==> src/rtl/spi_pkg.sv <==
// Shared state encoding and constants for the SPI slave control path.
package spi_pkg;

    typedef enum logic [2:0] {
        IDLE,
        GET_ADDR,
        DECODE,
        READ_LOAD,
        READ_SHIFT,
        WRITE_SHIFT,
        WRITE_COMMIT,
        DONE
    } spi_state_t;

    localparam logic RW_READ    = 1'b1;
    localparam int   DEF_ADDR_W = 7;
    localparam int   DEF_DATA_W = 8;

    function automatic int max_int(input int a, input int b);
        return (a > b) ? a : b;
    endfunction

endpackage

==> src/rtl/spi_bit_counter.sv <==
// Counts sclk edges within one phase; flags when the next counted edge is the last one.
// Latency: count updates 1 clk after en; tc is combinational from the count and limit.
// Backpressure: none, clr has priority over en.
module spi_bit_counter #(
    parameter int W = 4
) (
    input  logic         clk,
    input  logic         reset,
    input  logic         en,
    input  logic         clr,
    input  logic [W-1:0] limit,
    output logic [W-1:0] count,
    output logic         tc
);

    logic [W-1:0] count_q, count_d;

    always_comb begin
        count_d = count_q;
        if (clr) begin
            count_d = '0;
        end else if (en) begin
            count_d = count_q + W'(1);
        end
    end

    always_ff @(posedge clk) begin
        if (reset) begin
            count_q <= '0;
        end else begin
            count_q <= count_d;
        end
    end

    assign count = count_q;
    // High while limit-1 edges have been seen, so the caller qualifies it with the edge pulse.
    assign tc    = (count_q == (limit - W'(1)));

endmodule

==> src/rtl/spi_slave_fsm_burst.sv <==
// Control FSM for the SPI memory peripheral: header, read/write words, optional burst.
// Latency: addr_we 1 clk after the last header edge, dm_we 1 clk after the last write edge.
// Backpressure: none; cs high ends the transaction on the next clk.
module spi_slave_fsm_burst
    import spi_pkg::*;
#(
    parameter int ADDR_W   = DEF_ADDR_W,
    parameter int DATA_W   = DEF_DATA_W,
    parameter bit BURST_EN = 1'b1,
    parameter int CNT_W    = 8
) (
    input  logic             clk,
    input  logic             reset,
    input  logic             sclk_edge,
    input  logic             cs,
    input  logic             rw,
    output logic             miso_buff,
    output logic             dm_we,
    output logic             addr_we,
    output logic             sr_we,
    output logic             addr_inc,
    output logic             abort,
    output logic             busy,
    output logic [CNT_W-1:0] words_done
);

    localparam int H  = ADDR_W + 1;
    localparam int CW = $clog2(max_int(H, DATA_W) + 1);

    spi_state_t       state_q, state_d;
    logic [CNT_W-1:0] words_done_q, words_done_d;
    logic [CW-1:0]    bit_cnt;
    logic [CW-1:0]    bit_limit;
    logic             bit_tc;
    logic             cnt_en;
    logic             cnt_clr;
    logic             word_inc;

    assign bit_limit = (state_q == GET_ADDR) ? CW'(H) : CW'(DATA_W);

    spi_bit_counter #(
        .W(CW)
    ) u_bit_counter (
        .clk   (clk),
        .reset (reset),
        .en    (cnt_en),
        .clr   (cnt_clr),
        .limit (bit_limit),
        .count (bit_cnt),
        .tc    (bit_tc)
    );

    always_comb begin
        state_d   = state_q;
        miso_buff = 1'b0;
        dm_we     = 1'b0;
        addr_we   = 1'b0;
        sr_we     = 1'b0;
        addr_inc  = 1'b0;
        abort     = 1'b0;
        cnt_en    = 1'b0;
        word_inc  = 1'b0;

        case (state_q)
            IDLE: begin
                if (!cs) state_d = GET_ADDR;
            end
            GET_ADDR: begin
                cnt_en = sclk_edge;
                if (sclk_edge && bit_tc) state_d = DECODE;
            end
            DECODE: begin
                addr_we = 1'b1;
                state_d = (rw == RW_READ) ? READ_LOAD : WRITE_SHIFT;
            end
            READ_LOAD: begin
                sr_we   = 1'b1;
                state_d = READ_SHIFT;
            end
            READ_SHIFT: begin
                miso_buff = 1'b1;
                cnt_en    = sclk_edge;
                if (sclk_edge && bit_tc) begin
                    word_inc = 1'b1;
                    if (BURST_EN) begin
                        addr_inc = 1'b1;
                        state_d  = READ_LOAD;
                    end else begin
                        state_d  = DONE;
                    end
                end
            end
            WRITE_SHIFT: begin
                cnt_en = sclk_edge;
                if (sclk_edge && bit_tc) state_d = WRITE_COMMIT;
            end
            WRITE_COMMIT: begin
                // The memory write uses the address register before this cycle's increment.
                dm_we    = 1'b1;
                word_inc = 1'b1;
                if (BURST_EN) begin
                    addr_inc = 1'b1;
                    state_d  = WRITE_SHIFT;
                end else begin
                    state_d  = DONE;
                end
            end
            DONE: begin
                state_d = DONE;
            end
            default: begin
                state_d = IDLE;
            end
        endcase

        if (cs && (state_q != IDLE)) begin
            abort    = (state_q inside {GET_ADDR, READ_SHIFT, WRITE_SHIFT}) && (bit_cnt != '0);
            state_d  = IDLE;
            dm_we    = 1'b0;
            sr_we    = 1'b0;
            addr_inc = 1'b0;
            word_inc = 1'b0;
            cnt_en   = 1'b0;
        end

        // Reset must not leak a strobe, in particular a memory write from WRITE_COMMIT.
        if (reset) begin
            state_d   = IDLE;
            miso_buff = 1'b0;
            dm_we     = 1'b0;
            addr_we   = 1'b0;
            sr_we     = 1'b0;
            addr_inc  = 1'b0;
            abort     = 1'b0;
            word_inc  = 1'b0;
            cnt_en    = 1'b0;
        end

        cnt_clr = (state_d != state_q);

        words_done_d = words_done_q;
        if (state_d == IDLE) begin
            words_done_d = '0;
        end else if (word_inc && (words_done_q != {CNT_W{1'b1}})) begin
            words_done_d = words_done_q + CNT_W'(1);
        end
    end

    always_ff @(posedge clk) begin
        if (reset) begin
            state_q      <= IDLE;
            words_done_q <= '0;
        end else begin
            state_q      <= state_d;
            words_done_q <= words_done_d;
        end
    end

    assign busy       = (state_q != IDLE);
    assign words_done = words_done_q;

endmodule

==> config.mk <==
export PLATFORM = sky130hd
export DESIGN_NAME = spi_slave_fsm_burst
export DESIGN_NICKNAME = d
export VERILOG_FILES = /design/src/rtl/spi_pkg.sv /design/src/rtl/spi_bit_counter.sv /design/src/rtl/spi_slave_fsm_burst.sv
export SDC_FILE = /design/constraint.sdc
export NUM_CORES = 1
export LEC_CHECK = 0
export BUFFER_PORTS_ARGS = -buffer_cell sky130_fd_sc_hd__clkbuf_2
export CORE_UTILIZATION = 47
export CTS_CLUSTER_DIAMETER = 120
export CTS_CLUSTER_SIZE = 25
export DETAILED_ROUTE_END_ITERATION = 8
export PLACE_DENSITY = 0.73
export SLEW_MARGIN = 20
export SYNTH_ARGS = -nofsm -noshare
export SYNTH_HDL_FRONTEND = slang
export SYNTH_SLANG_ARGS = --single-unit
export TNS_END_PERCENT = 10
==> constraint.sdc <==
create_clock -name clk -period 1.8 [get_ports clk]
set_clock_uncertainty 0.15 [all_clocks]
set_input_delay 0.18 -clock clk [delete_from_list [all_inputs] [get_ports clk]]
set_output_delay 0.18 -clock clk [all_outputs]
set_load 0.01 [all_outputs]
==> impl_metrics.env <==
export IMPL_status="complete, but fails checks"
export IMPL_violations="negative setup slack"
export IMPL_n_antenna_cell=0
export IMPL_crit_type="reg2reg"
export IMPL_synth_edf_count=0
export IMPL_critical_path_slowest_cell="dfxtp_2"
export IMPL_synth_distinct_cells=38
export IMPL_tns_ns=-0.008576
export IMPL_portBuffers=19
export IMPL_ys_seq_elements=15
export IMPL_die_h_um=45.84
export IMPL_gp_congestion=0.7870
export IMPL_clk_transition_reported_paths_ns=0.10
export IMPL_cp_end_kind="register"
export IMPL_cts_tree="done"
export IMPL_fmax_ghz=0.5529
export IMPL_critPathTopFamily="simple AND/OR/NAND/NOR gates"
export IMPL_rsz0062_at_grt="yes"
export IMPL_max_stage_delay_ns=0.38
export IMPL_area_delta_synth_final_pct=39.61
export IMPL_netlist_top_cells_area="dfxtp_1 33%, mux2i_1 4.4%, ha_1 4.2%, nor2_1 4.2%, o31ai_1 4.2%"
export IMPL_leakage_nw=0.4879
export IMPL_placed_cells=162
export IMPL_hp_class="in2reg"
export IMPL_ant_nets=0
export IMPL_track_usage=0.2541
export IMPL_synth_top_area_share=0.3324
export IMPL_hold_viol=0
export IMPL_fillers=147
export IMPL_multi_input_area_um2=625.6
export IMPL_cap_violations=0
export IMPL_initialDrtViolationCount=44
export IMPL_overflow=0
export IMPL_setup_ws_ns=-0.008576
export IMPL_htree_levels=1
export IMPL_peakVddDrop_uv=436.6
export IMPL_post_route_min_period_ns=1.809
export IMPL_hold_ws_ns=0.1247
export IMPL_slew_limit_headroom=0.7350
export IMPL_hpwl_um=1653
export IMPL_layout_drive_gt1_share=0.4041
export IMPL_critPathMostFrequentCell="buf_6"
export IMPL_seq_area_um2=306.5
export IMPL_synthArstFlopShare=0
export IMPL_postLayoutCellArea_um2=1261
export IMPL_arrival_ns=1.90
export IMPL_layoutNonFillerInstCount=171
export IMPL_synthCells=110
export IMPL_power_density_nw_per_um2=467.8
export IMPL_tightest_slew_ns=0.3934
export IMPL_yosys_area_top_type="dfxtp_1"
export IMPL_power_total_mw=0.5900
export IMPL_row_count=15
export IMPL_yosysSeqAreaShare=0.3324
export IMPL_die_w_um=45.84
export IMPL_wl_per_cell_um=13.88
export IMPL_syn_nets=118
export IMPL_holdBufCountCts=0
export IMPL_syn_mean_instance_area_um2=8.212
export IMPL_clkSinkCount=15
export IMPL_crit_fanout=6
export IMPL_antenna_found_initial=0
export IMPL_clk_latency_ns=0.30
export IMPL_grt_pass1_vias=852
export IMPL_cts_root_buffer="clkbuf_4"
export IMPL_cts_buffers_inserted=3
export IMPL_cp_buffers_inverters=2
export IMPL_drc=0
export IMPL_setup_viol=1
export IMPL_wl_um=2373
export IMPL_nNetsFinal=155
export IMPL_core_um2=1764
export IMPL_io_pins=20
export IMPL_via_per_inst=5.813
export IMPL_slew_violations=0
export IMPL_dieArea_um2=2101
export IMPL_drt_pass1_iterations=4
export IMPL_synth_cell_area_um2=903.4
export IMPL_dominantRegCellSynth="dfxtp_1"
export IMPL_start_kind="register"
export IMPL_yosysWarnings=0
export IMPL_critPathRequiredTime_ns=1.90
export IMPL_num_vias=994
export IMPL_grt_first_pass_wirelength_um=3753
export IMPL_placed_area_um2=1100
export IMPL_timing_final_crit_share=1.005
export IMPL_start_util=0.5121
export IMPL_crit_path_cell_trace="ha_4, and4b_4, o211ai_4, buf_6, buf_6, or3_4, a21oi_2"
export IMPL_clk_path_buf_depth=2
export IMPL_grt_max_degree=10
-- flip-flops by register name (all words and copies together), names as in the netlist --
register and cells:
u_bit_counter.count 4, state_q 3, words_done 8
-- cell usage after synthesis (3+ instances only) --
| library cell | n |
|---|---|
| a21oi_1 | 7 |
| buf_2 | 4 |
| dfxtp_1 | 15 |
| ha_1 | 3 |
| inv_1 | 7 |
| mux2i_1 | 4 |
| nand2_1 | 9 |
| nand3_1 | 4 |
| nor2_1 | 10 |
| nor3_1 | 4 |
| o21ai_0 | 4 |
| o31ai_1 | 5 |
| or4_1 | 3 |
-- final timing paths --
check	startpoint	end	slack, ns	depth (start not counted)
max	u_bit_counter.count[0]$_SDFFE_PP0P_	words_done[3]$_SDFFE_PP0P_	-0.009	7
min	rw	state_q[2]$_SDFF_PP0_	0.12	4
max reg2reg	u_bit_counter.count[0]$_SDFFE_PP0P_	words_done[3]$_SDFFE_PP0P_	-0.009	7
min reg2reg	words_done[6]$_SDFFE_PP0P_	words_done[6]$_SDFFE_PP0P_	0.36	2
-- area by class of cell --
type / instances / share of cell area
Multi-Input combinational cell: 84 / 0.4960
Sequential cell: 15 / 0.2431
Timing Repair Buffer: 36 / 0.1915
Tap cell: 25 / 0.02480
Inverter: 7 / 0.02282
Clock buffer: 3 / 0.01786
Clock inverter: 1 / 0.003968
-- layer usage --
layer / share of wire / GRT usage / wire (um) / vias up
met5: 0 / 0 / 0 / -
met1: 0.44 / 0.3365 / 1034 / 468
met3: 0.046 / 0.03571 / 110 / 7
met2: 0.50 / 0.3915 / 1180 / 35
li1: - / - / - / 484
met4: 0.020 / 0.1412 / 48 / 0
-- worst register-to-register path, delay by kind of cell (launching register included) --
| kind | cells | cell delay [ns] |
|---|---|---|
| flops | 1 | 0.38 |
| buf+inv | 2 | 0.26 |
| compound gates | 2 | 0.22 |
| simple gates | 2 | 0.61 |
| fa+ha+maj | 1 | 0.14 |
-- metrics by stage --
step | setup slack, ns | util
2_1_floorplan | 0.04131 | -
3_3_place_gp | 0.08331 | 0.6234
3_5_place_dp | -0.008482 | 0.6234
4_1_cts | -0.01570 | 0.6957
5_1_grt | -0.05029 | 0.7149
6_report | -0.008576 | 0.7149
-- kinds of logic after synthesis --
family / synth area share
DFF: 0.3324
and+or+nand+nor: 0.2950
xor gates and xnor gates: 0.02909
adders and majority gates: 0.04156
muxes: 0.04432
AOI/OAI and AO/OA: 0.2064
buffers and inverters: 0.05125
-- what timing repair did --
item | 4_1_cts | 5_1_grt
cloned | 0 | 0
setup endpoints to repair | 7 | 12
gates resized for setup | 21 | 9
setup buffers | 4 | 1
pin swaps | 12 | 4
-- power by group --
group          internal (mW)  switching [mW]
Sequential             0.332         0.00110
Clock                 0.0830           0.123
Combinational         0.0200          0.0314
-- placed cells by master, fill, tap and decap left out, types with 5 or more instances in the layout --
cell      count
buf_6         5
clkbuf_2     18
dfxtp_1      12
buf_4        12
nor2_1        9
a21oi_1       6
nand2_1       9
(Power assumes the default switching activity.)
